**config.mk**
```make
export PLATFORM = sky130hd
export DESIGN_NAME = maxpool_ctrl
export DESIGN_NICKNAME = d
export VERILOG_FILES = /design/src/rtl/maxpool_ctrl_pkg.sv /design/src/rtl/maxpool.sv /design/src/rtl/maxpool_ctrl.sv
export SDC_FILE = /design/constraint.sdc
export NUM_CORES = 1
export LEC_CHECK = 0
export BUFFER_PORTS_ARGS = -buffer_cell sky130_fd_sc_hd__clkbuf_2
export CORE_MARGIN = 1
export CORE_UTILIZATION = 58
export CTS_BUF_LIST = sky130_fd_sc_hd__clkbuf_8
export CTS_CLUSTER_DIAMETER = 150
export DETAILED_ROUTE_END_ITERATION = 8
export GPL_ROUTABILITY_DRIVEN = 1
export PLACE_DENSITY = 0.81
export SLEW_MARGIN = 0
export SYNTH_ARGS = -nofsm -noshare
export SYNTH_HDL_FRONTEND = slang
export SYNTH_SLANG_ARGS = --single-unit
```
**constraint.sdc**
```tcl
create_clock -name clk -period 4.05 [get_ports clk]
set_input_delay 0.81 -clock clk [delete_from_list [all_inputs] [get_ports clk]]
set_output_delay 0.81 -clock clk [all_outputs]
set_load 0.03 [all_outputs]
```
**src/rtl/maxpool_ctrl_pkg.sv**
```systemverilog
// maxpool_ctrl_pkg: shared state encoding and signed-minimum helper for the max-pool sequencer
package maxpool_ctrl_pkg;
  typedef enum logic [1:0] {IDLE, LOAD, RUN, FIN} state_t;
  function automatic logic [63:0] min_val(input int n);
    return -(64'sd1 <<< (n - 1));
  endfunction
endpackage

```
**src/rtl/maxpool.sv**
```systemverilog
// maxpool: running signed maximum register with clear, plain-set and max-update modes
module maxpool #(
  parameter int N = 32
) (
  input  logic         clk,
  input  logic         max_clr,
  input  logic         max_pool,
  input  logic [N-1:0] I,
  output logic [N-1:0] O
);
  logic signed [N-1:0] o_q = '0;
  // clear to 0, plain set when not pooling, otherwise keep the larger signed value
  always_ff @(posedge clk)
    o_q <= max_clr ? '0 : (!max_pool || $signed(I) > o_q) ? I : o_q;
  assign O = o_q;
endmodule

```
**src/rtl/maxpool_ctrl.sv**
```systemverilog
// maxpool_ctrl: sequences element windows through a maxpool datapath and flags each window maximum
module maxpool_ctrl
  import maxpool_ctrl_pkg::*;
#(
  parameter int N    = 32,
  parameter int CNTW = 8
) (
  input  logic            clk,
  input  logic            rst,
  input  logic            start,
  input  logic [CNTW-1:0] win_size,
  input  logic [CNTW-1:0] num_win,
  input  logic            in_valid,
  input  logic [N-1:0]    in_data,
  output logic            in_ready,
  output logic [N-1:0]    out_data,
  output logic            out_valid,
  output logic            busy,
  output logic            done
);
  localparam logic [N-1:0] MIN = N'(min_val(N));
  state_t          state;
  logic [CNTW-1:0] ws_q, nw_q, elem_cnt, win_cnt;
  logic            accept, last_elem, last_win, max_clr, max_pool;
  logic [N-1:0]    mp_in;
  // datapath controls: MIN on the input with pooling enabled is a hold
  always_comb begin
    accept    = in_ready & in_valid;
    last_elem = elem_cnt == ws_q - CNTW'(1);
    last_win  = win_cnt == nw_q - CNTW'(1);
    max_clr   = state == LOAD;
    max_pool  = !(accept && elem_cnt == '0);
    mp_in     = accept ? in_data : MIN;
  end
  // job sequencer with registered handshake and status outputs
  always_ff @(posedge clk or posedge rst) begin
    if (rst) begin
      state     <= IDLE;
      ws_q      <= '0;
      nw_q      <= '0;
      elem_cnt  <= '0;
      win_cnt   <= '0;
      in_ready  <= 1'b0;
      out_valid <= 1'b0;
      busy      <= 1'b0;
      done      <= 1'b0;
    end else begin
      out_valid <= 1'b0;
      done      <= 1'b0;
      case (state)
        IDLE: if (start) begin
          state <= LOAD;
          busy  <= 1'b1;
        end
        LOAD: begin
          ws_q     <= win_size;
          nw_q     <= num_win;
          elem_cnt <= '0;
          win_cnt  <= '0;
          if (win_size == '0 || num_win == '0) begin
            state <= FIN;
            busy  <= 1'b0;
            done  <= 1'b1;
          end else begin
            state    <= RUN;
            in_ready <= 1'b1;
          end
        end
        RUN: if (accept) begin
          elem_cnt <= last_elem ? '0 : elem_cnt + CNTW'(1);
          if (last_elem) begin
            win_cnt   <= win_cnt + CNTW'(1);
            out_valid <= 1'b1;
            if (last_win) begin
              state    <= FIN;
              busy     <= 1'b0;
              in_ready <= 1'b0;
              done     <= 1'b1;
            end
          end
        end
        default: state <= IDLE;
      endcase
    end
  end
  maxpool #(.N(N)) u_maxpool (
    .clk      (clk),
    .max_clr  (max_clr),
    .max_pool (max_pool),
    .I        (mp_in),
    .O        (out_data)
  );
endmodule

```
==> metrics.md, run 1 <==
| Metric | Value |
|---|---|
| Status | `finished, final reports clean` |
| Core Box Area | `7410 um^2` |
| Die width | `90.5 um` |
| Startpoint types | `flop` |
| Reg2reg path depth | `11` |
| Row cnt | `31` |
| Most common cell after layout, fill and taps aside | `clkbuf_2` |
| Top cells by area, synth | `dfrtp_1, dfxtp_1, ha_1` |
| Initial Util | `61.3%` |
| Hold Buf Count CTS | `0` |
| Fin nets | `709` |
| Clk sinks | `70` |
| Min Tclk post-route | `3.55 ns` |
| Post-CTS setup repair buffer count | `0` |
| P_leak | `2.42 nW` |
| Max Freq | `282 MHz` |
| Critical path fanouts, max | `31` |
| Vias | `4246` |
| Final core utilization | `70.8%` |
| Post-synthesis sequential area ratio | `35.0%` |
| Avg WL per Cell | `15.0 um` |
| Avg Cell Area, Syn | `8.41 um^2` |
| CP max-delay cell | `dfrtp_1` |
| Root Driver | `clkbuf_8` |
| Max-cap viol count | `0` |
| Layout cells sized above 1 | `21.9%` |
| GRT Total Usage | `27.5%` |
| Worst path top cell family by delay | `simple AND/OR/NAND/NOR gates` |
| R2R setup slack | `0.50 ns` |
| Worst Path Buf+Inv | `1` |
| Global-route wire length before repair | `18300 um` |
| Drt initial violations | `156` |
| First-pass detailed-route iteration total | `5` |
| Global route total overflow | `0` |
| Top_reg_cell synth | `dfrtp_1` |
| Worst-Margin Slew | `1.18 ns` |
| Cells after synthesis | `540` |
| Synth async-reset ratio | `54.3%` |
| IO Port Bufs | `87` |
| Worst path arrival time | `3.83 ns` |
| CTS H-Tree Depth | `3` |
| Number of synthesized flops with an enable pin | `0` |
| Post-synth net total | `633` |
| Ant. Diodes | `0` |
| Slowest Stage Delay on Critical Path | `0.95 ns` |
| Setup CP Type | `flop to flop` |
| RSZ-0062 raised after global routing | `false` |
| Yosys warns | `0` |
| Power density over the cells | `780 nW/um^2` |
| Post-synthesis mux area share | `3.69%` |
| Final Hold Vio Count | `0` |
| Crit end category | `flop` |
| Synth unique cells | `52` |
| Number of cells on the critical path | `11` |
| Worst VDD drop | `621 uV` |
| Skew-Pair Late Insertion Delay | `0.35 ns` |
| Final Max Slew Viols | `0` |
| Synth Area in XOR/XNOR | `5.21%` |
| Area grow syn2layout | `15.5%` |
| Post-Route Skew | `0.00736 ns` |
| Cell repeated most along the worst path | `nand2b_1` |
| Largest net degree at the start of global routing | `47` |
| Post-route antenna net violation count | `0` |
| Clock-pin slew on the worst setup and hold paths | `0.07 ns` |
| Adder-Cell Fraction of Synth Area | `11.3%` |
| Hold Crit Class | `flop to flop` |
| Die ar. | `8190 um^2` |
| Simple-gate share of the synthesized area | `21.3%` |
| Total CTS buffers | `9` |
| Syn Std Cell Area | `4540 um^2` |
| Final GP Congestion | `0.831` |
| CTS max path bufs | `2` |
| Crit-path cells | `and2_1 -> nand2b_1 -> ha_1 -> nand4_1 -> nor4_1 -> nand2b_1 -> o41ai_1 -> a221oi_2 -> buf_4 -> o21ai_0 -> a21oi_1` |
| PostCTS Resize Cnt | `0` |
| Chip height | `90.5 um` |
| Synth area leader | `dfrtp_1` |
| Tcrit/Tclk final | `87.5%` |
| Post-DR vias/cell | `5.90` |
| Compound-Gate Fraction of Synth Area | `16.7%` |
| Max-slew headroom | `21.2%` |
| Filler cells | `596` |
| Final HPWL DP | `7690 um` |
| DRC Markers | `0` |
| Number of global-route vias before repair | `4018` |
| Largest family of logic cells by synthesized area | `simple AND/OR/NAND/NOR gates` |
| Most frequent cells in the layout | `clkbuf_2, a21oi_1, o21ai_0, inv_1, ha_1` |
| Total Wirelength | `10800 um` |
| Setup TNS | `0 ns` |
| WHS Path Cells | `2` |
| # setup viols final | `0` |
| Data required time of the worst path | `4.34 ns` |
| CTS tree | `built` |
| IO Count | `88` |
| Initial antenna violation count | `0` |
| Area share of the largest cell type after synthesis | `20.9%` |
| Yosys reg bits | `70` |
## cell type report
class | count | area, um^2 | area share [%]
tap | 99 | 124 | 2.36
clock buffer | 12 | 165 | 3.15
multi-input combinational | 391 | 2660 | 50.7
timing repair buffer | 95 | 495 | 9.45
sequential | 70 | 1590 | 30.4
inverter | 49 | 189 | 3.60
clock inverter | 4 | 20.0 | 0.382
## sequential cells by signal, summed over array words and instances, names as in the netlist
name         cells
busy             1
done             1
elem_cnt         8
in_ready         1
nw_q             8
out_valid        1
state            2
u_maxpool.O     32
win_cnt          8
ws_q             8
## kinds of logic (layout without fill, tap and decap cells)
kind of cell    Yosys count  in the layout
mux                      15             15
buf+inv                  79            160
fa+ha+maj                41             41
compound gates          131            131
flops                    70             70
simple gates            177            177
xor+xnor                 27             27
## synthesized netlist by cell type, types with 2 or more instances
| library cell | number |
|---|---|
| o31ai_1 | 3 |
| a211oi_1 | 2 |
| xor2_1 | 14 |
| a21oi_1 | 53 |
| and2_1 | 3 |
| a31oi_1 | 4 |
| nor2b_1 | 3 |
| clkbuf_1 | 24 |
| or4_1 | 5 |
| buf_1 | 4 |
| o21ai_0 | 49 |
| o41ai_1 | 2 |
| dfxtp_1 | 32 |
| inv_1 | 48 |
| nor3b_1 | 2 |
| o2111ai_1 | 2 |
| or3_1 | 6 |
| nor3_1 | 8 |
| o211ai_1 | 2 |
| mux2_2 | 14 |
| nand2b_1 | 2 |
| a22oi_1 | 3 |
| nand4_1 | 14 |
| nor4_1 | 7 |
| xnor2_1 | 13 |
| and3_1 | 33 |
| nor2_1 | 16 |
| nand3_1 | 38 |
| ha_1 | 41 |
| a21o_1 | 3 |
| nand2_1 | 32 |
| dfrtp_1 | 38 |
## power breakdown
group / internal (mW) / switching [mW] / total (mW)
logic: 0.838 / 1.48 / 2.32
clock network: 0.268 / 0.266 / 0.534
registers: 0.973 / 0.263 / 1.24
## final timing paths
kind,end,start
worst max-delay path,u_maxpool.O[4],in_ready
worst min-delay path,u_maxpool.O[12],u_maxpool.O[12]
worst max register to register,u_maxpool.O[4],in_ready
worst min register to register,u_maxpool.O[12],u_maxpool.O[12]
max in group asynchronous,elem_cnt[5],rst
min in group asynchronous,done,rst
## through the flow
step           hold slack (ns)  total power, mW  cell area [um^2]  setup slack (ns)  std cells
5_1_grt                  0.497             4.41              5240             0.264        720
2_1_floorplan            0.501             2.94              4540             0.948        540
6_report                 0.483             4.09              5240             0.505        720
3_3_place_gp             0.462             3.48              5060             0.404        704
3_5_place_dp             0.474             3.55              5060             0.265        704
4_1_cts                  0.485             4.10              5240             0.576        720
## layer usage
metal	vias to the layer above	share of wire (%)	GRT usage [%]
met3	17	5.7	5.56
met1	1995	44	34.6
li1	2087	-	-
met2	147	49	47.4
met5	-	0	0
met4	0	1.4	8.20
## worst reg2reg max path, delay by kind of cell, from the launching register on
family,cells,cell delay (ns)
buffers and inverters,1,0.31
AO/OA/AOI/OAI,4,0.82
AND/OR/NAND/NOR,5,1.01
adder cells (fa/ha/maj),1,0.37
flip-flops,1,0.95
Note: power is estimated with default switching activity, not from simulation.
==> run 2, diff against run 1 <==
Settings changed: CORE_MARGIN 1 to 2, CORE_UTILIZATION 58 to 45, HOLD_SLACK_MARGIN from default to 0.15, PLACE_DENSITY 0.81 to 0.65.
==> metrics.md, run 2 (synthesis results as in run 1) <==
| Metric | Value |
|---|---|
| Setup TNS | `0 ns` |
| Crit path launch | `in_valid` |
| Total CTS buffers | `9` |
| Crit end category | `flop` |
| Skew-Pair Late Insertion Delay | `0.35 ns` |
| CTS tree | `built` |
| Post-CTS setup repair buffer count | `0` |
| Sequential power share | `29.2%` |
| First-pass detailed-route iteration total | `4` |
| Multi-input gate area | `2660 um^2` |
| Clock power frac | `16.2%` |
| Fin area | `5340 um^2` |
| Power density over the cells | `792 nW/um^2` |
| Min Tclk post-route | `3.36 ns` |
| CTS H-Tree Depth | `3` |
| Status | `finished, final reports clean` |
| P_sw | `2.02 mW` |
| Largest register FFs | `32` |
| Sw Ratio | `47.8%` |
| DRC Markers | `0` |
| Fin nets | `709` |
| Post-DR vias/cell | `5.55` |
| IO Port Bufs | `87` |
| Clk sinks | `70` |
| Total Wirelength | `11200 um` |
| # setup viols final | `0` |
| Initial antenna violation count | `0` |
| Final HPWL DP | `8140 um` |
| Die ar. | `10900 um^2` |
| Placed cell areas | `5100 um^2` |
| Global-route wire length before repair | `19200 um` |
| Worst-Margin Slew | `1.16 ns` |
| Global route total overflow | `0` |
| Ant. Diodes | `0` |
| Startpoint types | `primary input` |
| Register area | `1590 um^2` |
| Row cnt | `36` |
| IO Count | `88` |
| Tcrit/Tclk final | `83.0%` |
| Final Power | `4.23 mW` |
| Critical path fanouts, max | `31` |
| Max Freq | `297 MHz` |
| Final GP Congestion | `0.875` |
| GRT Total Usage | `21.5%` |
| Initial Util | `46.5%` |
| PostCTS Resize Cnt | `0` |
| Root Driver | `clkbuf_8` |
| CTS max path bufs | `2` |
| Hold Crit Class | `flop to flop` |
| Post-Route Skew | `0.0138 ns` |
| Die width | `104 um` |
| Area grow syn2layout | `17.7%` |
| Clock-pin slew on the worst setup and hold paths | `0.08 ns` |
| Setup CP Type | `primary input to flop` |
| Hold path startpoint | `u_maxpool.O[2]` |
| Number of global-route vias before repair | `4057` |
| Cell internal pwr | `2.21 mW` |
| Final core utilization | `54.7%` |
| Filler cells | `939` |
| Largest net degree at the start of global routing | `41` |
| Chip height | `104 um` |
| Final Hold Vio Count | `0` |
| Vias | `4187` |
| Drt initial violations | `194` |
| Core Box Area | `9770 um^2` |
| Most frequent cells in the layout | `clkbuf_2, a21oi_1, o21ai_0, inv_1, ha_1` |
| Max-cap viol count | `0` |
| Layout cells sized above 1 | `21.9%` |
| Max-slew headroom | `22.9%` |
| Worst VDD drop | `371 uV` |
| Reg-to-Reg Start | `ws_q[0]` |
| Worst path arrival time | `3.64 ns` |
| Avg WL per Cell | `14.9 um` |
| Hold Buf Count CTS | `0` |
| Final Max Slew Viols | `0` |
| Most common cell after layout, fill and taps aside | `clkbuf_2` |
| Comb pwr share | `54.5%` |
| Post-route antenna net violation count | `0` |
| RSZ-0062 raised after global routing | `false` |
| P_leak | `2.45 nW` |
| Data required time of the worst path | `4.32 ns` |
-- run 2: area by class of cell --
class	count	share of cell area, %
multi-input cells	391	49.8
flip-flops and latches	70	29.8
repair buffers	95	9.27
inverters	49	3.54
well taps	133	3.11
clock buffers	12	3.09
clock inverters	4	1.45
-- run 2: per-layer routing --
metal	part of all wire, %	wire [um]	track usage, %	vias to the layer above
li1	-	-	-	2080
met1	46	5220	28.2	1989
met2	48	5370	35.5	103
met3	4.0	446	3.76	15
met4	1.8	203	7.63	0
met5	0	0	0	-
-- run 2: metrics by stage --
step,hold slack (ns),worst slack (ns),instances
detailed placement,0.476,0.358,738
floorplan,0.501,0.948,540
global route,0.508,0.480,754
CTS,0.487,0.724,754
finish,0.484,0.687,754
global placement,0.465,0.414,738
-- run 2: final timing paths --
check	slack, ns	end	cells after the start
max in group asynchronous	3.17	elem_cnt[6]	3
worst min register to register	0.48	u_maxpool.O[2]	2
worst max register to register	0.89	win_cnt[5]	11
min in group asynchronous	0.54	nw_q[3]	3
worst min-delay path	0.48	u_maxpool.O[2]	2
worst max-delay path	0.69	u_maxpool.O[24]	12
-- run 2: power groups by stage --
stage | logic [mW] | registers [mW] | clock network [mW]
after global routing | 2.57 | 1.28 | 0.735
after global placement | 2.28 | 1.24 | 0
final | 2.31 | 1.24 | 0.687
after CTS | 2.32 | 1.23 | 0.704
after detailed placement | 2.30 | 1.25 | 0
after floorplan | 1.42 | 1.52 | 0
-- run 2: critical path: stages --
cell,delay [ns]
clkbuf_2,0.24
buf_4,0.26
and3_1,0.21
ha_1,0.29
nand4_1,0.19
or3_1,0.42
a21oi_1,0.17
o41ai_1,0.14
a221oi_2,0.25
buf_4,0.33
o21ai_0,0.13
a21oi_1,0.19
==> run 3, diff against run 2 <==
Clock period 4.05 ns to 3.5 ns, I/O delays scaled along.
==> metrics.md, run 3 (synthesis results as in run 1) <==
| Metric | Value |
|---|---|
| Die width | `104 um` |
| Most common cell after layout, fill and taps aside | `clkbuf_2` |
| Post-DR vias/cell | `5.49` |
| Final Max Slew Viols | `0` |
| Most frequent cells in the layout | `clkbuf_2, a21oi_1, inv_1, o21ai_0, ha_1` |
| DRC Markers | `0` |
| IO Count | `88` |
| Max-slew headroom | `37.3%` |
| Initial Util | `46.5%` |
| Fin worst setup slack | `0.262 ns` |
| Hold Crit Class | `primary input to async pin` |
| Fin nets | `715` |
| Crit path launch | `in_ready` |
| Total Wirelength | `11400 um` |
| Final HPWL DP | `8490 um` |
| CTS max path bufs | `2` |
| Ant. Diodes | `0` |
| Die ar. | `10900 um^2` |
| Reg-to-Reg Start | `in_ready` |
| Core Box Area | `9770 um^2` |
| Setup CP Type | `flop to flop` |
| Data required time of the worst path | `3.79 ns` |
| Largest net degree at the start of global routing | `40` |
| Worst path arrival time | `3.52 ns` |
| Row cnt | `36` |
| # setup viols final | `0` |
| Power density over the cells | `894 nW/um^2` |
| RSZ-0062 raised after global routing | `false` |
| Min Tclk post-route | `3.24 ns` |
| Root Driver | `clkbuf_8` |
| Hold Buf Count CTS | `0` |
| GRT Total Usage | `21.6%` |
| Reg2reg path depth | `11` |
| IO Port Bufs | `87` |
| Final Hold Vio Count | `0` |
| Global-route wire length before repair | `19300 um` |
| Startpoint types | `flop` |
| Post-Route Skew | `0.0130 ns` |
| Status | `finished, final reports clean` |
| Max Freq | `309 MHz` |
| Area grow syn2layout | `17.0%` |
| Tcrit/Tclk final | `92.5%` |
| Post-route antenna net violation count | `0` |
| Filler cells | `957` |
| Final GP Congestion | `0.870` |
| Setup TNS | `0 ns` |
| CTS tree | `built` |
| P_leak | `2.44 nW` |
| Skew-Pair Late Insertion Delay | `0.36 ns` |
| Crit end category | `flop` |
| Final Power | `4.75 mW` |
| Multi-input gate area | `2660 um^2` |
| R2R setup slack | `0.26 ns` |
| First-pass detailed-route iteration total | `5` |
| Total CTS buffers | `9` |
| CTS H-Tree Depth | `3` |
| Worst setup path end | `u_maxpool.O[17]` |
| Vias | `4173` |
| Chip height | `104 um` |
| Largest register FFs | `32` |
| Clock-pin slew on the worst setup and hold paths | `0.08 ns` |
| Avg WL per Cell | `15.1 um` |
| Critical R2R Capture | `u_maxpool.O[17]` |
| PostCTS Resize Cnt | `0` |
| Layout cells sized above 1 | `22.5%` |
| Critical path fanouts, max | `17` |
| Post-CTS setup repair buffer count | `0` |
| Number of global-route vias before repair | `4048` |
| Final core utilization | `54.4%` |
| Clk sinks | `70` |
| Initial antenna violation count | `0` |
| Place WS | `0.0375 ns` |
| Drt initial violations | `125` |
| Max-cap viol count | `0` |
| Worst VDD drop | `548 uV` |
| Register area | `1590 um^2` |
| Worst-Margin Slew | `0.932 ns` |
| Global route total overflow | `0` |
[run 3: metrics by stage]
stage                     hold slack (ns)  std cells  cell area [um^2]
final                               0.426        760              5310
after global routing                0.488        760              5310
after CTS                           0.427        760              5310
after detailed placement            0.475        744              5150
after global placement              0.467        744              5150
after floorplan                     0.501        540              4540
[run 3: worst min-delay path by stage]
stage / start / endpoint / cells past startpoint / slack (ns)
5_1_grt: rst / nw_q[3] / 3 / 0.49
2_1_floorplan: nw_q[7] / nw_q[7] / 1 / 0.50
3_5_place_dp: u_maxpool.O[23] / u_maxpool.O[23] / 2 / 0.48
6_report: rst / state[0] / 3 / 0.43
3_3_place_gp: u_maxpool.O[21] / u_maxpool.O[21] / 2 / 0.47
4_1_cts: rst / nw_q[2] / 3 / 0.43
[run 3: cell type report]
cell class | count | share of cell area (%)
timing repair buffer | 101 | 10.2
tap | 133 | 3.13
inverter | 49 | 3.56
clock buffer | 9 | 2.33
clock inverter | 7 | 0.801
sequential | 70 | 30.0
multi-input combinational | 391 | 50.0
[run 3: power breakdown]
part / switching (mW) / total (mW) / internal, mW
sequential: 0.304 / 1.43 / 1.13
clock: 0.338 / 0.590 / 0.252
combinational: 1.74 / 2.73 / 0.996
[run 3: critical path: stages (launching register included)]
cell and delay, ns:
dfrtp_1 0.62, buf_4 0.23, and3_1 0.18, ha_1 0.25
nand4_1 0.17, or3_1 0.15, a21oi_1 0.05, o41ai_1 0.52
a221o_1 0.44, buf_4 0.30, nand3_1 0.10, a21oi_1 0.15
[run 3: layer usage]
metal  GRT usage, %  up-vias  routed length (um)
met3           2.82       16                 567
li1               -     2099                   -
met4           9.27        0                 186
met1           29.3     1941                5370
met5              0        -                   0
met2           34.5      117                5320
